`src/rtl/jtkiwi_snd_pkg.sv`:
```
// Shared definitions for the Kiwi sound CPU control block:
// memory-map region codes and the region decoder used by the sound controller.
package jtkiwi_snd_pkg;

  localparam logic [3:0] REG_BANK  = 4'hA;
  localparam logic [3:0] REG_FM    = 4'hB;
  localparam logic [3:0] REG_CAB   = 4'hC;
  localparam logic [3:0] REG_RAM0  = 4'hD;
  localparam logic [3:0] REG_RAM1  = 4'hE;
  localparam logic [3:0] ROM_LIMIT = 4'hA;

  typedef enum logic [2:0] {
    RG_NONE,
    RG_ROM,
    RG_BANK,
    RG_FM,
    RG_CAB,
    RG_RAM
  } region_e;

  function automatic region_e region_of(input logic [3:0] hi);
    region_e rg;
    rg = RG_NONE;
    if (hi < ROM_LIMIT) begin
      rg = RG_ROM;
    end else begin
      case (hi)
        REG_BANK: rg = RG_BANK;
        REG_FM:   rg = RG_FM;
        REG_CAB:  rg = RG_CAB;
        REG_RAM0,
        REG_RAM1: rg = RG_RAM;
        default:  rg = RG_NONE;
      endcase
    end
    return rg;
  endfunction

endpackage

```
`src/rtl/jtkiwi_sndctl_wdog.sv`:
```
// LVBL falling-edge detector and frame watchdog. The edge pulse also feeds
// the VBLANK interrupt; bank writes from the sound CPU keep the watchdog fed.
module jtkiwi_sndctl_wdog #(
  parameter int unsigned WDOG_EN     = 1,
  parameter int unsigned WDOG_FRAMES = 8
)(
  input  logic clk,
  input  logic comb_rstn,
  input  logic i_lvbl,
  input  logic i_bank_we,
  output logic o_vb_edge,
  output logic o_wdog_rst
);

  localparam logic [7:0] LAST_FRAME = 8'(WDOG_FRAMES - 1);

  logic       r_lvbl_last;
  logic [7:0] r_frames;
  logic       r_wdog;
  logic       w_edge;

  // r_lvbl_last resets low, so no edge is seen until LVBL has been sampled high
  assign w_edge = r_lvbl_last && !i_lvbl;

  always_ff @(posedge clk or negedge comb_rstn) begin
    if (!comb_rstn) begin
      r_lvbl_last <= 1'b0;
      r_frames    <= '0;
      r_wdog      <= 1'b0;
    end else begin
      r_lvbl_last <= i_lvbl;
      r_wdog      <= 1'b0;
      if (i_bank_we) begin
        r_frames <= '0;
      end else if (w_edge) begin
        if (r_frames == LAST_FRAME) begin
          r_frames <= '0;
          r_wdog   <= (WDOG_EN != 0);
        end else begin
          r_frames <= r_frames + 8'd1;
        end
      end
    end
  end

  assign o_vb_edge  = w_edge;
  assign o_wdog_rst = r_wdog;

endmodule

```
`src/rtl/jtkiwi_sndctl.sv`:
```
// Sound Z80 control: registered address decode, ROM banking, read-data mux,
// VBLANK interrupt, FM wait stretching and frame watchdog.
module jtkiwi_sndctl #(
  parameter int unsigned BANKW       = 2,
  parameter int unsigned FMWAIT      = 1,
  parameter int unsigned WDOG_EN     = 1,
  parameter int unsigned WDOG_FRAMES = 8,
  parameter int unsigned IRQ_M1      = 0
)(
  input  logic               clk,
  input  logic               comb_rstn,
  input  logic               cen6,
  input  logic               LVBL,
  input  logic [15:0]        A,
  input  logic               mreq_n,
  input  logic               rfsh_n,
  input  logic               iorq_n,
  input  logic               m1_n,
  input  logic               wr_n,
  input  logic [7:0]         cpu_dout,
  input  logic [7:0]         rom_data,
  input  logic [7:0]         ram_dout,
  input  logic [7:0]         fm_dout,
  input  logic [7:0]         cab_dout,
  input  logic               mshramen,
  output logic [13+BANKW:0]  rom_addr,
  output logic               rom_cs,
  output logic               fm_cs,
  output logic               cab_cs,
  output logic               ram_cs,
  output logic [BANKW-1:0]   bank,
  output logic               mcu_rst,
  output logic [7:0]         din,
  output logic               int_n,
  output logic               dev_busy,
  output logic               wdog_rst
);
  import jtkiwi_snd_pkg::*;

  localparam int unsigned ROMW = 14 + BANKW;

  region_e          w_region;
  logic             w_mem_acc;
  logic             w_bank_we;
  logic             w_vb_edge;
  logic             w_irq_ack;
  logic             w_fm_busy;
  logic             w_unused;

  logic             r_rom_cs, r_fm_cs, r_cab_cs, r_ram_cs, r_bank_cs;
  logic [BANKW-1:0] r_bank;
  logic             r_mcu_rst;
  logic [7:0]       r_din;
  logic             r_irq;
  logic             r_fm_last;
  logic [3:0]       r_fm_cnt;

  assign w_mem_acc = !mreq_n && rfsh_n;
  assign w_region  = region_of(A[15:12]);
  // The bank region select is registered like the others; the write lands one clk later
  assign w_bank_we = r_bank_cs && !wr_n;
  assign w_unused  = &{1'b0, cpu_dout};

  always_ff @(posedge clk or negedge comb_rstn) begin
    if (!comb_rstn) begin
      r_rom_cs  <= 1'b0;
      r_fm_cs   <= 1'b0;
      r_cab_cs  <= 1'b0;
      r_ram_cs  <= 1'b0;
      r_bank_cs <= 1'b0;
    end else begin
      r_rom_cs  <= w_mem_acc && (w_region == RG_ROM);
      r_fm_cs   <= w_mem_acc && (w_region == RG_FM);
      r_cab_cs  <= w_mem_acc && (w_region == RG_CAB);
      r_ram_cs  <= w_mem_acc && (w_region == RG_RAM);
      r_bank_cs <= w_mem_acc && (w_region == RG_BANK);
    end
  end

  always_ff @(posedge clk or negedge comb_rstn) begin
    if (!comb_rstn) begin
      r_bank    <= '0;
      r_mcu_rst <= 1'b0;
    end else if (w_bank_we) begin
      r_bank    <= cpu_dout[BANKW-1:0];
      r_mcu_rst <= cpu_dout[BANKW];
    end
  end

  always_ff @(posedge clk or negedge comb_rstn) begin
    if (!comb_rstn) begin
      r_din <= '0;
    end else begin
      if (r_rom_cs)      r_din <= rom_data;
      else if (r_ram_cs) r_din <= ram_dout;
      else if (r_fm_cs)  r_din <= fm_dout;
      else if (r_cab_cs) r_din <= cab_dout;
      else               r_din <= '0;
    end
  end

  assign w_irq_ack = (IRQ_M1 != 0) ? (!iorq_n && !m1_n) : !iorq_n;

  always_ff @(posedge clk or negedge comb_rstn) begin
    if (!comb_rstn) begin
      r_irq <= 1'b0;
    end else if (w_vb_edge) begin
      r_irq <= 1'b1;
    end else if (w_irq_ack) begin
      r_irq <= 1'b0;
    end
  end

  always_ff @(posedge clk or negedge comb_rstn) begin
    if (!comb_rstn) begin
      r_fm_last <= 1'b0;
      r_fm_cnt  <= '0;
    end else if (cen6) begin
      r_fm_last <= r_fm_cs;
      if (r_fm_cs && !r_fm_last) begin
        r_fm_cnt <= 4'(FMWAIT);
      end else if (r_fm_cnt != 4'd0) begin
        r_fm_cnt <= r_fm_cnt - 4'd1;
      end
    end
  end

  assign w_fm_busy = (r_fm_cnt != 4'd0);

  jtkiwi_sndctl_wdog #(
    .WDOG_EN     (WDOG_EN),
    .WDOG_FRAMES (WDOG_FRAMES)
  ) u_wdog (
    .clk        (clk),
    .comb_rstn  (comb_rstn),
    .i_lvbl     (LVBL),
    .i_bank_we  (w_bank_we),
    .o_vb_edge  (w_vb_edge),
    .o_wdog_rst (wdog_rst)
  );

  assign rom_addr = A[15] ? {1'b1, r_bank, A[12:0]} : ROMW'(A[14:0]);
  assign rom_cs   = r_rom_cs;
  assign fm_cs    = r_fm_cs;
  assign cab_cs   = r_cab_cs;
  assign ram_cs   = r_ram_cs;
  assign bank     = r_bank;
  assign mcu_rst  = r_mcu_rst;
  assign din      = r_din;
  assign int_n    = !r_irq;
  assign dev_busy = (mshramen && r_ram_cs) || w_fm_busy;

endmodule

```
`config.mk`:
```
export PLATFORM = sky130hd
export DESIGN_NAME = jtkiwi_sndctl
export DESIGN_NICKNAME = d
export VERILOG_FILES = /design/src/rtl/jtkiwi_snd_pkg.sv /design/src/rtl/jtkiwi_sndctl_wdog.sv /design/src/rtl/jtkiwi_sndctl.sv
export SDC_FILE = /design/constraint.sdc
export NUM_CORES = 1
export LEC_CHECK = 0
export CAP_MARGIN = 20
export CELL_PAD_IN_SITES_DETAIL_PLACEMENT = 1
export CELL_PAD_IN_SITES_GLOBAL_PLACEMENT = 1
export CORE_MARGIN = 2
export CORE_UTILIZATION = 26
export DETAILED_ROUTE_END_ITERATION = 12
export GPL_ROUTABILITY_DRIVEN = 1
export PLACE_DENSITY_LB_ADDON = 0.1
export REMOVE_ABC_BUFFERS = 1
export SETUP_SLACK_MARGIN = 0.5
export SYNTH_ARGS = -nofsm -noshare
export SYNTH_HDL_FRONTEND = slang
export SYNTH_SLANG_ARGS = --single-unit
```
`constraint.sdc`:
```
create_clock -name clk -period 2.1 [get_ports clk]
set_input_delay 0.42 -clock clk [delete_from_list [all_inputs] [get_ports clk]]
set_output_delay 0.42 -clock clk [all_outputs]
set_load 0.005 [all_outputs]
```
==> summary.txt <==
Outcome
  – Status: finished, final reports clean

GRT
  – First-pass GRT wire length: 8360 um
  – GR Layer Usage met1: 0.174
  – Remaining Overflow, GRT: 0
  – Largest net degree at the start of global routing: 33
  – Busiest layer in global routing: met2
  – Gr usage total: 0.148
  – Initial antenna violation count: 0
  – GR Layer Usage met3: 0.0554
  – GRT met2 Usage: 0.253
  – Vias in the first global route: approximately 1700

Die
  – Core Region: 6280 sq um
  – Top Ports: 100
  – Number of cell rows: 29
  – Die X: approximately 84 um
  – Starting Density: 0.265
  – Die height: ~84 um
  – Die ar.: 7070 sq um

Clocking
  – CTS root buffer: clkbuf_8
  – Clock slew at reported path FFs: 0.07 ns
  – H-tree level count: 2
  – CTS tree: done
  – Worst-skew pair later-pin latency: around 0.28 ns
  – CTS sink count: 32
  – Longest Clk Path Bufs: 2
  – CTS buffer count: 5

Critical path
  – Origin of the worst setup path: r_fm_cnt[0]
  – Critical Path Start Type: flip-flop
  – Largest fanout on the critical path: 2
  – CP Capture Type: output port
  – R2r worst-path depth: 3
  – CP endpoint: dev_busy
  – FF-to-FF End: u_wdog.r_frames[1]
  – Crit path kind: flip-flop to output port
  – CP arrival: between 1.5 and 2 ns
  – Critical Path RT: 1.68 ns
  – R2R Setup Slk: around 0.42 ns
  – R2R Path Start: u_wdog.r_frames[4]

Logic synthesis
  – Top post-synthesis cells by area: dfrtp_1 (48%), nand2_1 (7.0%), buf_4 (6.3%), nor2b_1 (4.1%), a221oi_1 (3.7%)
  – Number of synthesized flops with an enable pin: 0
  – Post-synth top area cell: dfrtp_1
  – Yosys reg bits: 32
  – Syn. warnings: 0
  – Post-synth top area share: 0.480
  – Synth top cells by count: dfrtp_1 (32), nand2_1 (31), buf_4 (14)
  – Most frequent cell after synthesis: dfrtp_1
  – Ys async rst share: 1.00
  – Avg Cell Area, Syn: ~9.7 sq um
  – Gate Count Post-Synth: around 170
  – Mapped cell area: 1670 sq um
  – Ys flop type: dfrtp_1
  – Sequential share of the synthesized area: 0.480
  – Cell variety after synth: 34

Timing
  – Slew headroom: 0.699
  – Final setup viols: 0
  – Tcrit/Tclk final: 0.929
  – Max frequency: 0.513 GHz
  – Crit path time final: about 2.0 ns
  – Worst hold slack: 0.482 ns
  – Final Hold Fails: 0
  – RSZ-0062 raised after global routing: true
  – Clk_skew: approximately 0.0073 ns
  – Worst-Margin Slew: ~0.45 ns
  – Final Max Slew Viols: 0

Drt
  – Final ANT Viol Nets: 0
  – Drt total wl: 5150 um
  – Wirelength per Cell: roughly 15 um
  – Pre-antenna DRT Iters: 4
  – # DRC: 0
  – Iter 0 DRT Violations: ~60
  – Number of vias per cell: ~4.8
  – Vias: 1593

Flow run
  – Maxcap violations: 0

Layout
  – Multi-input gate area: roughly 800 sq um
  – Util after Layout: 0.425
  – Area Overhead vs Synth: 60.1%
  – Seq. cell area: between 800 and 900 sq um
  – Layout net count: 324
  – Fill count: 724
  – Antenna Cells: 0
  – Layout cells sized above 1: 0.219
  – Cell area after layout: 2670 sq um
  – Non-filler cells, final: roughly 330

Placed design
  – DP Wirelength: 3860 um
  – Placed cell area: 2420 sq um
  – Placed insts: slightly above 300
  – IO buf count: just under 70
  – Gpl congestion: 0.715

Pwr
  – Worst VDD drop: a little over 0.0004 V
  – Final Power: 1990 uW
  – Pwr dens: roughly 750 nW/um^2
  – P_leak: approximately 0.0012 uW

Worst hold path
  – Hold Crit Class: flip-flop to flip-flop
cell families (layout without fill, tap and decap cells):
family                   count (synthesis)  count (layout)  share of synthesized area
flip-flops                              32              32                      0.480
AND/OR/NAND/NOR                         70              70                      0.214
AO/OA/AOI/OAI                           35              35                      0.148
multiplexers                             3               3                     0.0203
XOR/XNOR                                 6               6                     0.0315
adder cells (fa/ha/maj)                  3               3                     0.0225
buffers and inverters                   23             107                     0.0833
flip-flops by register name (all words and copies together), names as in the netlist:
register	flops
rom_cs	1
u_wdog.r_frames	8
mcu_rst	1
u_wdog.o_wdog_rst	1
u_wdog.r_lvbl_last	1
cab_cs	1
fm_cs	1
bank	2
r_fm_cnt	4
r_bank_cs	1
ram_cs	1
r_fm_last	1
r_irq	1
din	8
cells in the final DEF (no fill, tap or decap), types with 3 or more instances in the layout:
| cell type | n |
|---|---|
| o31ai_1 | 7 |
| buf_4 | 26 |
| nor2_1 | 7 |
| dfrtp_1 | 31 |
| nor2b_1 | 10 |
| nor3_1 | 3 |
| buf_2 | 4 |
| a21oi_1 | 3 |
| o21ai_0 | 4 |
| clkbuf_8 | 6 |
| a221oi_1 | 7 |
| dlygate4sd2_1 | 9 |
| o21ai_1 | 3 |
| nand2_1 | 30 |
| nand2b_1 | 3 |
| clkdlybuf4s50_1 | 54 |
| xnor2_1 | 4 |
stage by stage:
| stage | TNS [ns] | setup WS [ns] |
|---|---|---|
| global placement | -0.110 | -0.0560 |
| CTS | 0 | 0.149 |
| finish | 0 | 0.150 |
| global route | 0 | 0.0861 |
| floorplan | 0 | 0.453 |
| detailed placement | -0.184 | -0.0825 |
per-layer routing:
| metal | up-vias | wire length (um) |
|---|---|---|
| met3 | 8 | 339 |
| met5 | - | 0 |
| li1 | 756 | - |
| met4 | 0 | 65 |
| met1 | 775 | 2110 |
| met2 | 54 | 2630 |
cell type report:
class | instances | area share
timing repair buffer | 96 | 0.326
sequential | 32 | 0.301
multi-input combinational | 117 | 0.298
tap | 77 | 0.0361
clock buffer | 6 | 0.0309
inverter | 3 | 0.00422
clock inverter | 2 | 0.00375
where the power goes:
| part | switching, uW | internal [uW] | total, uW | leakage (uW) |
|---|---|---|---|---|
| logic | 285 | 424 | 708 | 0.000722 |
| clock network | 233 | 261 | 494 | 0.0000510 |
| registers | 77.7 | 714 | 792 | 0.000422 |
worst min path at each step:
stage               slack (ns)  cells past startpoint       to       from
global placement          0.46                      2  mcu_rst    mcu_rst
detailed placement        0.47                      2  mcu_rst    mcu_rst
floorplan                 0.12                      0  bank[0]  comb_rstn
CTS                       0.49                      2  mcu_rst    mcu_rst
finish                    0.48                      2  mcu_rst    mcu_rst
global route              0.52                      2  mcu_rst    mcu_rst
critical path: stages, from the launching register on:
cell,delay [ns]
dfrtp_1,0.39
inv_2,0.09
ha_4,0.13
or3b_4,0.37
a21o_1,0.15
buf_2,0.12
timing repair:
item                       CTS  global route
hold buffers                 0             0
setup endpoints to repair   22            21
setup buffers               10             4
pin swaps                    7             7
gates resized for setup     39            13
cloned                       0             0
No activity file was read; power rests on OpenSTA's default activity.
